[config.mk]
export PLATFORM = sky130hd
export DESIGN_NAME = fetch_unit_flat
export DESIGN_NICKNAME = d
export VERILOG_FILES = /design/src/rtl/fetch_unit_if.sv /design/src/rtl/fetch_unit.sv /design/src/flat_wrapper.sv
export SDC_FILE = /design/constraint.sdc
export NUM_CORES = 1
export LEC_CHECK = 0
export CORE_MARGIN = 2
export CORE_UTILIZATION = 49
export CTS_CLUSTER_DIAMETER = 60
export DETAILED_ROUTE_END_ITERATION = 10
export GPL_ROUTABILITY_DRIVEN = 0
export PLACE_DENSITY_LB_ADDON = 0.05
export SYNTH_ARGS = -nofsm -noshare
export SYNTH_HDL_FRONTEND = slang
export SYNTH_SLANG_ARGS = --single-unit
[constraint.sdc]
create_clock -name clk -period 11.4 [get_ports clk]
set_clock_uncertainty 0.05 [all_clocks]
set_input_delay 1.14 -clock clk [delete_from_list [all_inputs] [get_ports clk]]
set_output_delay 1.14 -clock clk [all_outputs]
set_load 0.01 [all_outputs]
[src/rtl/fetch_unit_if.sv]
`default_nettype none
// ============================================================================
// Module      : fetch_unit_if
// Description : Handshake bundle around the fetch stage. It carries the
//               instruction-memory request/response channel, the decode-side
//               instruction channel and the branch redirect input.
//               master  : the fetch unit
//               slave   : the memory / decode / branch environment
// Revision    : 1.0 - initial release
// ============================================================================
interface fetch_unit_if #(
    parameter int ADDR_WIDTH  = 64,
    parameter int INSTR_WIDTH = 32
) ();
    // instruction memory request
    logic                   imem_req_valid;
    logic                   imem_req_ready;
    logic [ADDR_WIDTH-1:0]  imem_req_addr;
    // instruction memory response (in order)
    logic                   imem_resp_valid;
    logic [INSTR_WIDTH-1:0] imem_resp_data;
    // decode channel
    logic                   instr_valid;
    logic                   instr_ready;
    logic [INSTR_WIDTH-1:0] instr;
    logic [ADDR_WIDTH-1:0]  instr_pc;
    logic [10:0]            opcode;
    // branch redirect
    logic                   redirect_valid;
    logic [ADDR_WIDTH-1:0]  redirect_pc;

    modport master (
        output imem_req_valid, imem_req_addr,
        input  imem_req_ready,
        input  imem_resp_valid, imem_resp_data,
        output instr_valid, instr, instr_pc, opcode,
        input  instr_ready,
        input  redirect_valid, redirect_pc
    );

    modport slave (
        input  imem_req_valid, imem_req_addr,
        output imem_req_ready,
        output imem_resp_valid, imem_resp_data,
        input  instr_valid, instr, instr_pc, opcode,
        output instr_ready,
        output redirect_valid, redirect_pc
    );
endinterface
`default_nettype wire

[src/rtl/fetch_unit.sv]
`default_nettype none
// ============================================================================
// Module      : fetch_unit
// Description : Instruction fetch stage. Owns the PC, issues in-order fetch
//               requests, buffers returned words in a small FIFO and hands
//               them to decode. Branch redirects flush the FIFO and discard
//               every response still owed by memory for the wrong path.
// Ports       : clk    - clock, rising edge
//               reset  - asynchronous active-high reset
//               bus    - fetch_unit_if.master (imem req/resp, instr, redirect)
// Revision    : 1.0 - initial release
// ============================================================================
module fetch_unit #(
    parameter int                    ADDR_WIDTH  = 64,
    parameter int                    INSTR_WIDTH = 32,
    parameter logic [ADDR_WIDTH-1:0] RESET_PC    = '0,
    parameter int                    DEPTH       = 2
) (
    input  wire          clk,
    input  wire          reset,
    fetch_unit_if.master bus
);

    localparam int                    c_PTR_W      = $clog2(DEPTH);
    localparam int                    c_CNT_W      = $clog2(DEPTH + 1);
    localparam logic [c_CNT_W-1:0]    c_DEPTH      = c_CNT_W'(DEPTH);
    localparam logic [c_CNT_W-1:0]    c_CNT_ONE    = c_CNT_W'(1);
    localparam logic [c_PTR_W-1:0]    c_PTR_ONE    = c_PTR_W'(1);
    localparam logic [ADDR_WIDTH-1:0] c_PC_STEP    = ADDR_WIDTH'(4);
    localparam logic [ADDR_WIDTH-1:0] c_ALIGN_MASK = ~ADDR_WIDTH'(3);

    localparam logic [0:0] c_ST_FETCH = 1'b0;
    localparam logic [0:0] c_ST_FLUSH = 1'b1;

    logic [0:0]             r_state;
    logic [ADDR_WIDTH-1:0]  r_pc;
    logic [c_CNT_W-1:0]     r_outstanding;
    logic [c_CNT_W-1:0]     r_drop;
    logic [c_CNT_W-1:0]     r_count;
    logic [c_PTR_W-1:0]     r_rd_ptr;
    logic [c_PTR_W-1:0]     r_wr_ptr;
    logic [c_PTR_W-1:0]     r_aq_rd;
    logic [c_PTR_W-1:0]     r_aq_wr;
    logic [ADDR_WIDTH-1:0]  r_aq        [DEPTH];
    logic [INSTR_WIDTH-1:0] r_fifo_data [DEPTH];
    logic [ADDR_WIDTH-1:0]  r_fifo_pc   [DEPTH];

    logic [c_CNT_W-1:0]     w_inflight;
    logic                   w_req_valid;
    logic                   w_req_fire;
    logic                   w_resp_fire;
    logic                   w_instr_valid;
    logic                   w_pop;
    logic                   w_push;
    logic [c_CNT_W-1:0]     w_out_next;
    logic [c_CNT_W-1:0]     w_drop_next;
    logic [ADDR_WIDTH-1:0]  w_redirect_pc;

    always_comb begin
        // Buffered plus owed words never exceed DEPTH, so a response always
        // has a FIFO slot and the sum cannot overflow c_CNT_W.
        w_inflight    = r_count + r_outstanding;
        // Gated with reset so no request is shown while reset is held.
        w_req_valid   = ~reset & (r_state == c_ST_FETCH) & ~bus.redirect_valid
                        & (w_inflight < c_DEPTH);
        w_req_fire    = w_req_valid & bus.imem_req_ready;
        // A response with nothing owed is stale (e.g. from before a reset).
        w_resp_fire   = bus.imem_resp_valid & (r_outstanding != '0);
        w_instr_valid = (r_state == c_ST_FETCH) & (r_count != '0);
        w_pop         = w_instr_valid & bus.instr_ready;
        w_push        = w_resp_fire & (r_drop == '0) & ~bus.redirect_valid;
        w_redirect_pc = bus.redirect_pc & c_ALIGN_MASK;

        w_out_next = r_outstanding;
        if (w_req_fire) begin
            w_out_next = w_out_next + c_CNT_ONE;
        end
        if (w_resp_fire) begin
            w_out_next = w_out_next - c_CNT_ONE;
        end

        // On redirect every response still owed after this edge belongs to
        // the wrong path; a response returning this cycle is discarded too.
        w_drop_next = r_drop;
        if (bus.redirect_valid) begin
            w_drop_next = w_out_next;
        end else if (w_resp_fire && (r_drop != '0)) begin
            w_drop_next = r_drop - c_CNT_ONE;
        end
    end

    assign bus.imem_req_valid = w_req_valid;
    assign bus.imem_req_addr  = r_pc;
    assign bus.instr_valid    = w_instr_valid;
    assign bus.instr          = r_fifo_data[r_rd_ptr];
    assign bus.instr_pc       = r_fifo_pc[r_rd_ptr];
    assign bus.opcode         = r_fifo_data[r_rd_ptr][31:21];

    always_ff @(posedge clk or posedge reset) begin
        if (reset) begin
            r_state       <= c_ST_FETCH;
            r_pc          <= RESET_PC;
            r_outstanding <= '0;
            r_drop        <= '0;
            r_count       <= '0;
            r_rd_ptr      <= '0;
            r_wr_ptr      <= '0;
            r_aq_rd       <= '0;
            r_aq_wr       <= '0;
            for (int i = 0; i < DEPTH; i++) begin
                r_aq[i]        <= '0;
                r_fifo_data[i] <= '0;
                r_fifo_pc[i]   <= '0;
            end
        end else begin
            r_outstanding <= w_out_next;
            r_drop        <= w_drop_next;

            // The address queue tracks memory order and is never flushed:
            // dropped responses still retire their entry.
            if (w_req_fire) begin
                r_aq[r_aq_wr] <= r_pc;
                r_aq_wr       <= r_aq_wr + c_PTR_ONE;
            end
            if (w_resp_fire) begin
                r_aq_rd <= r_aq_rd + c_PTR_ONE;
            end

            if (bus.redirect_valid) begin
                // Any same-cycle decode handshake is simply absorbed by the
                // flush; nothing is pushed on a redirect cycle.
                r_pc     <= w_redirect_pc;
                r_count  <= '0;
                r_rd_ptr <= r_wr_ptr;
                r_state  <= (w_drop_next != '0) ? c_ST_FLUSH : c_ST_FETCH;
            end else begin
                if (w_req_fire) begin
                    r_pc <= r_pc + c_PC_STEP;
                end
                if (w_push) begin
                    r_fifo_data[r_wr_ptr] <= bus.imem_resp_data;
                    r_fifo_pc[r_wr_ptr]   <= r_aq[r_aq_rd];
                    r_wr_ptr              <= r_wr_ptr + c_PTR_ONE;
                end
                if (w_pop) begin
                    r_rd_ptr <= r_rd_ptr + c_PTR_ONE;
                end
                if (w_push && !w_pop) begin
                    r_count <= r_count + c_CNT_ONE;
                end else if (!w_push && w_pop) begin
                    r_count <= r_count - c_CNT_ONE;
                end
                if ((r_state == c_ST_FLUSH) && (w_drop_next == '0)) begin
                    r_state <= c_ST_FETCH;
                end
            end
        end
    end

endmodule
`default_nettype wire

[src/flat_wrapper.sv]
// flat-port wrapper written by rule: the top's interface ports become plain ports
module fetch_unit_flat 
#(
    parameter int                    ADDR_WIDTH  = 64,
    parameter int                    INSTR_WIDTH = 32,
    parameter logic [ADDR_WIDTH-1:0] RESET_PC    = '0,
    parameter int                    DEPTH       = 2
)
  (clk, reset, bus_imem_req_valid, bus_imem_req_addr, bus_imem_req_ready, bus_imem_resp_valid, bus_imem_resp_data, bus_instr_valid, bus_instr, bus_instr_pc, bus_opcode, bus_instr_ready, bus_redirect_valid, bus_redirect_pc);
  fetch_unit_if #(.ADDR_WIDTH(ADDR_WIDTH), .INSTR_WIDTH(INSTR_WIDTH)) bus_i ();
  input  wire clk;
  input  wire reset;
  output wire logic [$bits(bus_i.imem_req_valid)-1:0] bus_imem_req_valid;
  output wire logic [$bits(bus_i.imem_req_addr)-1:0] bus_imem_req_addr;
  input wire logic [$bits(bus_i.imem_req_ready)-1:0] bus_imem_req_ready;
  input wire logic [$bits(bus_i.imem_resp_valid)-1:0] bus_imem_resp_valid;
  input wire logic [$bits(bus_i.imem_resp_data)-1:0] bus_imem_resp_data;
  output wire logic [$bits(bus_i.instr_valid)-1:0] bus_instr_valid;
  output wire logic [$bits(bus_i.instr)-1:0] bus_instr;
  output wire logic [$bits(bus_i.instr_pc)-1:0] bus_instr_pc;
  output wire logic [$bits(bus_i.opcode)-1:0] bus_opcode;
  input wire logic [$bits(bus_i.instr_ready)-1:0] bus_instr_ready;
  input wire logic [$bits(bus_i.redirect_valid)-1:0] bus_redirect_valid;
  input wire logic [$bits(bus_i.redirect_pc)-1:0] bus_redirect_pc;
  assign bus_imem_req_valid = bus_i.imem_req_valid;
  assign bus_imem_req_addr = bus_i.imem_req_addr;
  assign bus_i.imem_req_ready = bus_imem_req_ready;
  assign bus_i.imem_resp_valid = bus_imem_resp_valid;
  assign bus_i.imem_resp_data = bus_imem_resp_data;
  assign bus_instr_valid = bus_i.instr_valid;
  assign bus_instr = bus_i.instr;
  assign bus_instr_pc = bus_i.instr_pc;
  assign bus_opcode = bus_i.opcode;
  assign bus_i.instr_ready = bus_instr_ready;
  assign bus_i.redirect_valid = bus_redirect_valid;
  assign bus_i.redirect_pc = bus_redirect_pc;
  fetch_unit #(.ADDR_WIDTH(ADDR_WIDTH), .INSTR_WIDTH(INSTR_WIDTH), .RESET_PC(RESET_PC), .DEPTH(DEPTH)) u_core (.clk(clk), .reset(reset), .bus(bus_i));
endmodule
==> metrics.cfg <==
[floorplanning]
die_w_um = 193
start_util = 0.495
die_y_um = 193
dieArea_um2 = 37300
io_pins = 275
rows = 69
fp.coreArea_um2 = 35400

[logic_synthesis]
synth_mux_area_frac = 0.217
synth_top_family_by_area = multiplexers
yosysSeqAreaShare = 0.549
synthTopCellsByArea = dfrtp_1 55%, mux2_2 18%, mux2i_1 3.9%
yosysWarningCount = 0
synth_top_area_share = 0.549
synthXorXnorAreaFrac = 0.0140
syn_area_um2 = 17500
synth_compound_area_frac = 0.0834
synthCells = 1520
ys_types = 53
synth_most_common_cell = dfrtp_1
synth_area_leader_cell = dfrtp_1
yosys-top-cells-count = 385 x dfrtp_1, 273 x mux2_2, 149 x nand2_1
synthSimpleGateAreaFrac = 0.102
synth.avg_cell_area_um2 = 11.5
synth-edff-count = 0
postSynth.asyncResetShare = 1.00
synth_fa_ha_area_frac = 0.00214
ys_ff_latch = 385
ys.flop_type = dfrtp_1

[cts]
ctsResizeCount = 0
clock-sinks = 385
post-cts-setup-buffer-count = 0
cts_tree = done
clk_latency_ns = 0.53
cts.path.max_buffers = 3
ctsHoldBuffers = 0
cts-buffers-inserted = 42
h-tree-depth = 2
path_clk_slew_ns = 0.06
root_buffer = clkbuf_16

[power]
clkPwrFrac = 0.249
internal-power_w = 0.00384
seqPwrFrac = 0.403
p_per_area_nw_per_um2 = 252
ir_drop_mv = 0.151
combPwrFrac = 0.348
swShare = 0.305
p_leak_nw = 9.68
switching_power_w = 0.00169

[sta]
fmax_mhz = 227
worst_slew_pin_slew_ns = 1.20
setup_viol = 0
hold_slack_ns = 0.422
layout_setup_ws_ns = 7.00
post-route-min-period_ns = 4.40
post-route-period-util = 0.386
slew_violations = 0
slew_headroom = 0.196
tns_ns = 0
hold_viol_final = 0
rsz0062_at_grt = false

[critical_path]
crit_start = u_core.r_rd_ptr$_DFFE_PP0P_
r2r_start = u_core.r_count[1]$_DFFE_PP0P_
crit_path_start_kind = flop
crit_arrival_ns = 3.21
worstPathRequired_ns = 10.21
crit_type = flop to output pin
crit_fanout = 59
cp-end-kind = output pin

[layout]
finalNetCount = 1843
areaGrowthSynthToFinish_pct = 24.9
utilization = 0.619
layoutNonFillerInstCount = 2234
drive_gt1_frac = 0.215

[placement]
placed_cells = 2155
place_hpwl_um = 27900
place_ws_ns = 6.60
portBuffers = 268

[global_route]
grt_pass1_wl_um = 69500
grt_pass1_vias = 12500
gr-usage-all-layers = 0.238
antenna_found_initial = 3
grt-ovfl-total = 0
grt_max_degree = 185

[min_path]
hold_start = u_core.r_fifo_pc[56]$_DFFE_PP0P_
hold_class = flop to flop

[routing]
num_vias = 12400
first_iter_violations = 723
wl_per_cell_um = 19.8
detail-route-antenna-nets = 0
drc = 0
postRouteWirelength_um = 44100
first_pass_iters = 6
viasPerCell = 5.56

[run_status]
run_status = completed

[flow_run]
drv_cap = 0

-- critical path, stage by stage, from the launching register on --
cell and delay [ns]:
dfrtp_4 0.79, buf_4 0.81, mux2_2 0.45, clkdlybuf4s50_1 0.48
-- power groups by stage --
stage	Sequential, W	Combinational, W	Clock, W
2_1_floorplan	0.00211	0.00125	0
3_3_place_gp	0.00222	0.00191	0
3_5_place_dp	0.00225	0.00194	0
4_1_cts	0.00223	0.00195	0.00140
5_1_grt	0.00230	0.00211	0.00146
6_report	0.00223	0.00192	0.00138
-- metal layers --
metal	vias to the layer above	wire length (um)	track usage
met5	-	13	0
met4	2	929	0.0632
met3	63	2470	0.0405
met2	335	21000	0.392
met1	6185	19700	0.327
li1	5834	-	-
-- worst paths after layout --
path / to / slack, ns / depth (start not counted)
min in group asynchronous: u_core.bus.imem_req_addr[7]$_DFFE_PP0N_ / 1.25 / 3
hold / removal: u_core.r_fifo_pc[56]$_DFFE_PP0P_ / 0.42 / 2
setup reg to reg: u_core.r_aq[80]$_DFFE_PP0P_ / 7.78 / 6
setup / recovery: bus_instr_pc[63] / 7.00 / 3
hold reg to reg: u_core.r_fifo_pc[56]$_DFFE_PP0P_ / 0.42 / 2
max in group asynchronous: u_core.r_fifo_pc[36]$_DFFE_PP0P_ / 8.49 / 4
-- cells in the final DEF (no fill, tap or decap), drive strengths merged, types with 7 or more instances in the layout --
master / count
o21ai: 116
mux2i: 68
and3: 10
buf: 17
nand4: 32
dfrtp: 385
a31oi: 9
clkbuf: 61
clkdlybuf4s50: 267
xor2: 9
a21oi: 75
and4: 14
o311ai: 7
clkinv: 11
nand2: 149
nor2: 99
a21o: 8
mux2: 278
nor4: 9
nand3: 27
inv: 13
xnor2: 19
nor3: 14
o211ai: 12
-- final cells by class --
cell class	instances	area (um^2)
Antenna cell	2	5.00
Clock buffer	61	1260
Clock inverter	16	160
Fill cell	2921	13500
Inverter	14	56.3
Multi-Input combinational cell	1011	7390
Sequential cell	385	9640
Tap cell	461	577
Timing Repair Buffer	284	2810
-- sequential cells by signal, summed over array words and instances, names as in the netlist, 2 cells and up --
signal	count
u_core.bus.imem_req_addr	62
u_core.r_aq	124
u_core.r_count	2
u_core.r_drop	2
u_core.r_fifo_data	64
u_core.r_fifo_pc	124
u_core.r_outstanding	2
-- metrics by stage --
stage | total power, W | area, um^2
after CTS | 0.00558 | 21900
after detailed placement | 0.00419 | 20500
after global routing | 0.00587 | 21900
after floorplan | 0.00336 | 17600
final | 0.00553 | 21900
after global placement | 0.00413 | 20500
-- cell families (layout without fill, tap and decap cells) --
kind of cell             Yosys count  count (layout)
AO/OA/AOI/OAI                    254             254
XOR/XNOR                          28              28
adder cells (fa/ha/maj)            3               3
buffers and inverters            127             375
flip-flops                       385             385
multiplexers                     346             346
other                              1               6
AND/OR/NAND/NOR                  376             376
Note: power is estimated with default switching activity, not from simulation.
